File: config.mk
export PLATFORM = sky130hd
export DESIGN_NAME = led_mode_ctrl
export DESIGN_NICKNAME = d
export VERILOG_FILES = /design/src/rtl/led_ctrl_pkg.sv /design/src/rtl/led_debounce.sv /design/src/rtl/led_mode_ctrl.sv
export SDC_FILE = /design/constraint.sdc
export NUM_CORES = 1
export LEC_CHECK = 0
export ABC_AREA = 1
export CORE_MARGIN = 2
export CORE_UTILIZATION = 60
export CTS_CLUSTER_DIAMETER = 60
export DETAILED_ROUTE_END_ITERATION = 10
export PLACE_DENSITY = 0.78
export RECOVER_POWER = 100
export SLEW_MARGIN = 20
export SYNTH_ARGS = -nofsm -noshare
export SYNTH_HDL_FRONTEND = slang
export SYNTH_SLANG_ARGS = --single-unit
File: constraint.sdc
create_clock -name clk -period 1.75 [get_ports clk]
set_input_delay 0.175 -clock clk [delete_from_list [all_inputs] [get_ports clk]]
set_output_delay 0.175 -clock clk [all_outputs]
set_load 0.01 [all_outputs]
File: src/rtl/led_ctrl_pkg.sv
// Shared mode encodings and the mode-advance helper for the LED mode controller.
package led_ctrl_pkg;

    localparam int unsigned MODE_W = 2;

    localparam logic [MODE_W-1:0] ENC_OFF    = 2'd0;
    localparam logic [MODE_W-1:0] ENC_ON     = 2'd1;
    localparam logic [MODE_W-1:0] ENC_FOLLOW = 2'd2;
    localparam logic [MODE_W-1:0] ENC_BLINK  = 2'd3;

    typedef enum logic [MODE_W-1:0] {
        MODE_OFF    = ENC_OFF,
        MODE_ON     = ENC_ON,
        MODE_FOLLOW = ENC_FOLLOW,
        MODE_BLINK  = ENC_BLINK
    } mode_e;

    // Press order: OFF -> ON -> FOLLOW -> BLINK -> OFF
    function automatic mode_e next_mode(input mode_e cur);
        mode_e nxt;
        nxt = MODE_OFF;
        unique case (cur)
            MODE_OFF:    nxt = MODE_ON;
            MODE_ON:     nxt = MODE_FOLLOW;
            MODE_FOLLOW: nxt = MODE_BLINK;
            MODE_BLINK:  nxt = MODE_OFF;
        endcase
        return nxt;
    endfunction

endpackage

File: src/rtl/led_debounce.sv
// Two-flop synchronizer followed by an optional stability filter.
// Build option: define LED_MODE_CTRL_DEBOUNCE_EN to enable the counter-based
// debounce; otherwise the synchronized value is used directly.
module led_debounce #(
    parameter int unsigned DEBOUNCE_CYCLES = 1_000_000
) (
    input  logic clk,
    input  logic rst,
    input  logic din,
    output logic stable
);

    logic sync_meta;
    logic sync_q;

    // Bring the raw asynchronous input into the clock domain
    always_ff @(posedge clk or posedge rst) begin
        if (rst) begin
            sync_meta <= 1'b0;
            sync_q    <= 1'b0;
        end else begin
            sync_meta <= din;
            sync_q    <= sync_meta;
        end
    end

`ifdef LED_MODE_CTRL_DEBOUNCE_EN
    localparam int unsigned CW = $clog2(DEBOUNCE_CYCLES + 1);

    logic [CW-1:0] cnt;

    // Accept a new level only after it has persisted DEBOUNCE_CYCLES cycles
    always_ff @(posedge clk or posedge rst) begin
        if (rst) begin
            cnt    <= '0;
            stable <= 1'b0;
        end else if (sync_q == stable) begin
            cnt <= '0;
        end else if (cnt == CW'(DEBOUNCE_CYCLES - 1)) begin
            stable <= sync_q;
            cnt    <= '0;
        end else begin
            cnt <= cnt + CW'(1);
        end
    end
`else
    // Zero-delay build: the synchronizer output is the stable value
    assign stable = sync_q;

    // DEBOUNCE_CYCLES has no effect here; an illegal zero setting still shows up as this empty block
    if (DEBOUNCE_CYCLES == 0) begin : g_debounce_range_guard
    end
`endif

endmodule

File: src/rtl/led_mode_ctrl.sv
// Push-button cycled LED mode controller: OFF, ON, FOLLOW (switch), BLINK.
// Build option: LED_MODE_CTRL_DEBOUNCE_EN enables input debouncing in led_debounce.
module led_mode_ctrl
    import led_ctrl_pkg::*;
#(
    parameter int unsigned DEBOUNCE_CYCLES   = 1_000_000,
    parameter int unsigned BLINK_HALF_CYCLES = 50_000_000
) (
    input  logic              clk,
    input  logic              rst,
    input  logic              switch,
    input  logic              btn,
    output logic              led,
    output logic [MODE_W-1:0] mode
);

    localparam int unsigned BW = (BLINK_HALF_CYCLES > 1) ? $clog2(BLINK_HALF_CYCLES) : 1;

    logic          sw_stable;
    logic          btn_stable;
    logic          btn_prev;
    logic          press_c;
    mode_e         state;
    mode_e         state_next;
    logic [BW-1:0] blink_cnt;
    logic          blink_phase;
    logic          blink_tc_c;
    logic          led_next;

    led_debounce #(
        .DEBOUNCE_CYCLES (DEBOUNCE_CYCLES)
    ) u_sw_db (
        .clk    (clk),
        .rst    (rst),
        .din    (switch),
        .stable (sw_stable)
    );

    led_debounce #(
        .DEBOUNCE_CYCLES (DEBOUNCE_CYCLES)
    ) u_btn_db (
        .clk    (clk),
        .rst    (rst),
        .din    (btn),
        .stable (btn_stable)
    );

    // Remember last stable button level for rising-edge detection
    always_ff @(posedge clk or posedge rst) begin
        if (rst) begin
            btn_prev <= 1'b0;
        end else begin
            btn_prev <= btn_stable;
        end
    end

    assign press_c = btn_stable & ~btn_prev;

    // Mode state register
    always_ff @(posedge clk or posedge rst) begin
        if (rst) begin
            state <= MODE_OFF;
        end else begin
            state <= state_next;
        end
    end

    // Advance one mode per press pulse, otherwise hold
    always_comb begin
        state_next = state;
        if (press_c) begin
            state_next = next_mode(state);
        end
    end

    assign mode = state;

    assign blink_tc_c = (blink_cnt == BW'(BLINK_HALF_CYCLES - 1));

    // Blink timer runs only while staying in BLINK; entry, exit and idle park it at 0 / phase 1
    always_ff @(posedge clk or posedge rst) begin
        if (rst) begin
            blink_cnt   <= '0;
            blink_phase <= 1'b1;
        end else if ((state_next != MODE_BLINK) || (state != MODE_BLINK)) begin
            blink_cnt   <= '0;
            blink_phase <= 1'b1;
        end else if (blink_tc_c) begin
            blink_cnt   <= '0;
            blink_phase <= ~blink_phase;
        end else begin
            blink_cnt <= blink_cnt + BW'(1);
        end
    end

    // LED source selected by the current mode
    always_comb begin
        led_next = 1'b0;
        unique case (state)
            MODE_OFF:    led_next = 1'b0;
            MODE_ON:     led_next = 1'b1;
            MODE_FOLLOW: led_next = sw_stable;
            MODE_BLINK:  led_next = blink_phase;
        endcase
    end

    // Registered LED drive, one cycle behind its source
    always_ff @(posedge clk or posedge rst) begin
        if (rst) begin
            led <= 1'b0;
        end else begin
            led <= led_next;
        end
    end

endmodule

==> results.sh <==
export IMPL_die_area_um2=3855
export IMPL_synth_cells=255
export IMPL_core_um2=3284
export IMPL_p_comb_share_pct=19.2
export IMPL_synthFlopType="dfrtp_1"
export IMPL_setup_viol=0
export IMPL_synth_top_cell_area_share_pct=42.03
export IMPL_yosysTopAreaCell="dfrtp_1"
export IMPL_synth_area_um2=2024
export IMPL_path_class="register to output port"
export IMPL_required_ps=1570
export IMPL_fp_row_count=21
export IMPL_rsz0062_at_grt="false"
export IMPL_tightestPinTransition_ps=860.1
export IMPL_clk_latency_ps=350
export IMPL_wl_met1_um=1870
export IMPL_dr_pass1_iters=4
export IMPL_syn_nets=264
export IMPL_status="completed"
export IMPL_hold_buffers=0
export IMPL_netSwitchingPower_uw=524.2
export IMPL_worstReg2RegEnd="blink_cnt[2]$_DFF_PP0_"
export IMPL_cts_buffer_depth=2
export IMPL_clk_root_buffer_cell="clkbuf_4"
export IMPL_startpoint="mode[1]$_DFF_PP0_"
export IMPL_report_final_hold_viol_count=0
export IMPL_clock_sink_count=35
export IMPL_htree_levels=2
export IMPL_dieWidth_um=62.09
export IMPL_io_buffers=6
export IMPL_synthTopCellsByCount="nand2_1, nor2_1, dfrtp_1"
export IMPL_relSlewSlack_pct=42.66
export IMPL_synth_seq_cells=35
export IMPL_totalNegativeSetupSlack_ps=0
export IMPL_r2r_start="mode[1]$_DFF_PP0_"
export IMPL_drc=0
export IMPL_place_hpwl_um=2836
export IMPL_fin_crit_ps=1583
export IMPL_die_h_um=62.09
export IMPL_nNetsFinal=278
export IMPL_cp_slowest_cell="dlygate4sd3_1"
export IMPL_maxCapViolCount=0
export IMPL_timing_final_crit_share_pct=90.46
export IMPL_ys_top_cells_by_area="dfrtp_1, nand2_1, nor2_1"
export IMPL_crit_path_end="mode[1]"
export IMPL_grtUsageTotal_pct=24.15
export IMPL_clock_skew_ps=8.272
export IMPL_dr_wl_met2_um=1646
export IMPL_num_vias=1528
export IMPL_avgSynthCellArea_um2=7.939
export IMPL_fin_area_um2=2182
export IMPL_path_max_fanout=5
export IMPL_via_per_inst=4.835
export IMPL_routed_wl_met3_um=132
export IMPL_syn_to_final_growth_pct=7.787
export IMPL_ys_types=26
export IMPL_cts_tree="yes"
export IMPL_path_delay_family="buffers and inverters"
export IMPL_critPathBufInv=1
export IMPL_grt_pass1_vias=1495
export IMPL_switching_share_pct=30.58
export IMPL_top_layer="met4"
export IMPL_cts_buffers_inserted=5
export IMPL_r2r_slack_ps=180
export IMPL_cts_setup_buffers=0
export IMPL_min_delay_path_class="register to register"
export IMPL_floorplan_initialDensity_pct=61.64
export IMPL_yosysWarnings=0
export IMPL_power_leakage_nw=0.9492
export IMPL_p_int_mw=1.190
export IMPL_dpl_cell_area_um2=2142
export IMPL_peakVddDrop_v=0.0006399
export IMPL_drtIter0Drc=123
export IMPL_final_max_slew_viol_count=0
export IMPL_critPathCaptureType="output port"
export IMPL_routabilityCongestion=0.8526
export IMPL_num_antenna_cells=0
export IMPL_power_mw=1.714
export IMPL_clk_pin_slew_ps=110
export IMPL_pwr_share_seq_pct=52.8
export IMPL_ant_nets=0
export IMPL_powerDensity_nw_per_um2=785.6
export IMPL_clkPwrFrac_pct=28.0
export IMPL_max_stage_delay_ps=630
export IMPL_ios=7
export IMPL_async_reset_ff_share_pct=100.0
export IMPL_ys_seq_area_share_pct=43.33
export IMPL_synth_enable_flop_cells=0
export IMPL_grt_max_degree=36
export IMPL_antenna_found_initial=0
export IMPL_arrival_ps=1410
export IMPL_min_delay_start="u_sw_db.sync_meta$_DFF_PP0_"
export IMPL_drt_total_wl_um=3703
export IMPL_fmax_mhz=631.7
export IMPL_grt_overflow=0
export IMPL_worstSetupPathDepth=1
export IMPL_drive_gt1_share_pct=13.70
export IMPL_yosys_cell_count_top_type="nand2_1"
export IMPL_grt_pass1_wl_um=6617
export IMPL_critical_path_cell_chain="dlygate4sd3_1"
export IMPL_startpoint_type="register"
export IMPL_routedWlPerCell_um=11.72
export IMPL_r2r_cells=8
## repair_timing
action                                  in CTS  in global routing
gates resized for setup                      0                  1
hold endpoints to repair                     0                  0
endpoints found under the setup margin       0                 11
## flip-flops by register name, indices dropped and copies added, names as in the netlist
| name | flops |
|---|---|
| u_btn_db.sync_meta | 1 |
| mode | 2 |
| blink_phase | 1 |
| blink_cnt | 26 |
| btn_prev | 1 |
| led | 1 |
| u_sw_db.sync_meta | 1 |
| u_sw_db.stable | 1 |
| u_btn_db.stable | 1 |
## power groups by stage
| stage | registers [mW] | clock network (mW) | logic (mW) |
|---|---|---|---|
| floorplan | 0.932 | 0 | 0.227 |
| finish | 0.905 | 0.480 | 0.329 |
| detailed placement | 0.925 | 0 | 0.351 |
| global placement | 0.922 | 0 | 0.341 |
| global route | 0.916 | 0.518 | 0.376 |
| CTS | 0.908 | 0.483 | 0.354 |
## placed cells by master, fill, tap and decap left out, types with 5 or more instances in the layout
| cell type | count |
|---|---|
| nor2_2 | 5 |
| nand3_1 | 12 |
| nand2_2 | 5 |
| clkbuf_4 | 5 |
| nor2_4 | 5 |
| xor2_1 | 9 |
| dfrtp_1 | 34 |
| ha_1 | 5 |
| xnor2_1 | 5 |
| nand2_1 | 66 |
| dlygate4sd3_1 | 6 |
| inv_1 | 24 |
| nor2_1 | 62 |
## worst min path at each step
stage | to | slack (ps) | depth (start not counted)
6_report | u_sw_db.stable$_DFF_PP0_ | 350 | 0
4_1_cts | blink_cnt[4]$_DFF_PP0_ | 230 | 3
5_1_grt | u_btn_db.sync_meta$_DFF_PP0_ | 360 | 1
2_1_floorplan | u_btn_db.sync_meta$_DFF_PP0_ | 210 | 0
3_3_place_gp | u_sw_db.stable$_DFF_PP0_ | 330 | 0
3_5_place_dp | u_sw_db.stable$_DFF_PP0_ | 340 | 0
## routing by layer
metal | vias to the layer above | GRT usage (%)
met1 | 697 | 34.14
li1 | 805 | -
met2 | 19 | 36.76
met4 | 0 | 7.295
met5 | - | 0
met3 | 7 | 6.211
## stage by stage
stage / instances / worst slack [ps] / utilization (%) / hold slack [ps]
global placement: 308 / 233.5 / 65.22 / 334.2
floorplan: 255 / 229.9 / - / 206.4
global route: 316 / 16.53 / 66.44 / 358.9
detailed placement: 308 / 151.4 / 65.22 / 335.5
CTS: 316 / 139.3 / 67.16 / 228.1
finish: 316 / 166.9 / 66.44 / 352.2
## kinds of logic after synthesis
kind of cell | synth area share [%]
xor gates and xnor gates | 6.057
buffers and inverters | 6.180
adders and majority gates | 3.090
DFF | 43.33
AOI/OAI and AO/OA | 1.236
and+or+nand+nor | 40.11
## area by class of cell
| cell class | count | area (um^2) |
|---|---|---|
| Multi-Input combinational cell | 190 | 1001 |
| Clock buffer | 7 | 55.05 |
| Sequential cell | 35 | 877.1 |
| Tap cell | 46 | 57.56 |
| Timing Repair Buffer | 8 | 72.57 |
| Fill cell | 301 | 1102 |
| Inverter | 29 | 110.1 |
| Clock inverter | 1 | 8.758 |
No activity file was read; power rests on OpenSTA's default activity.
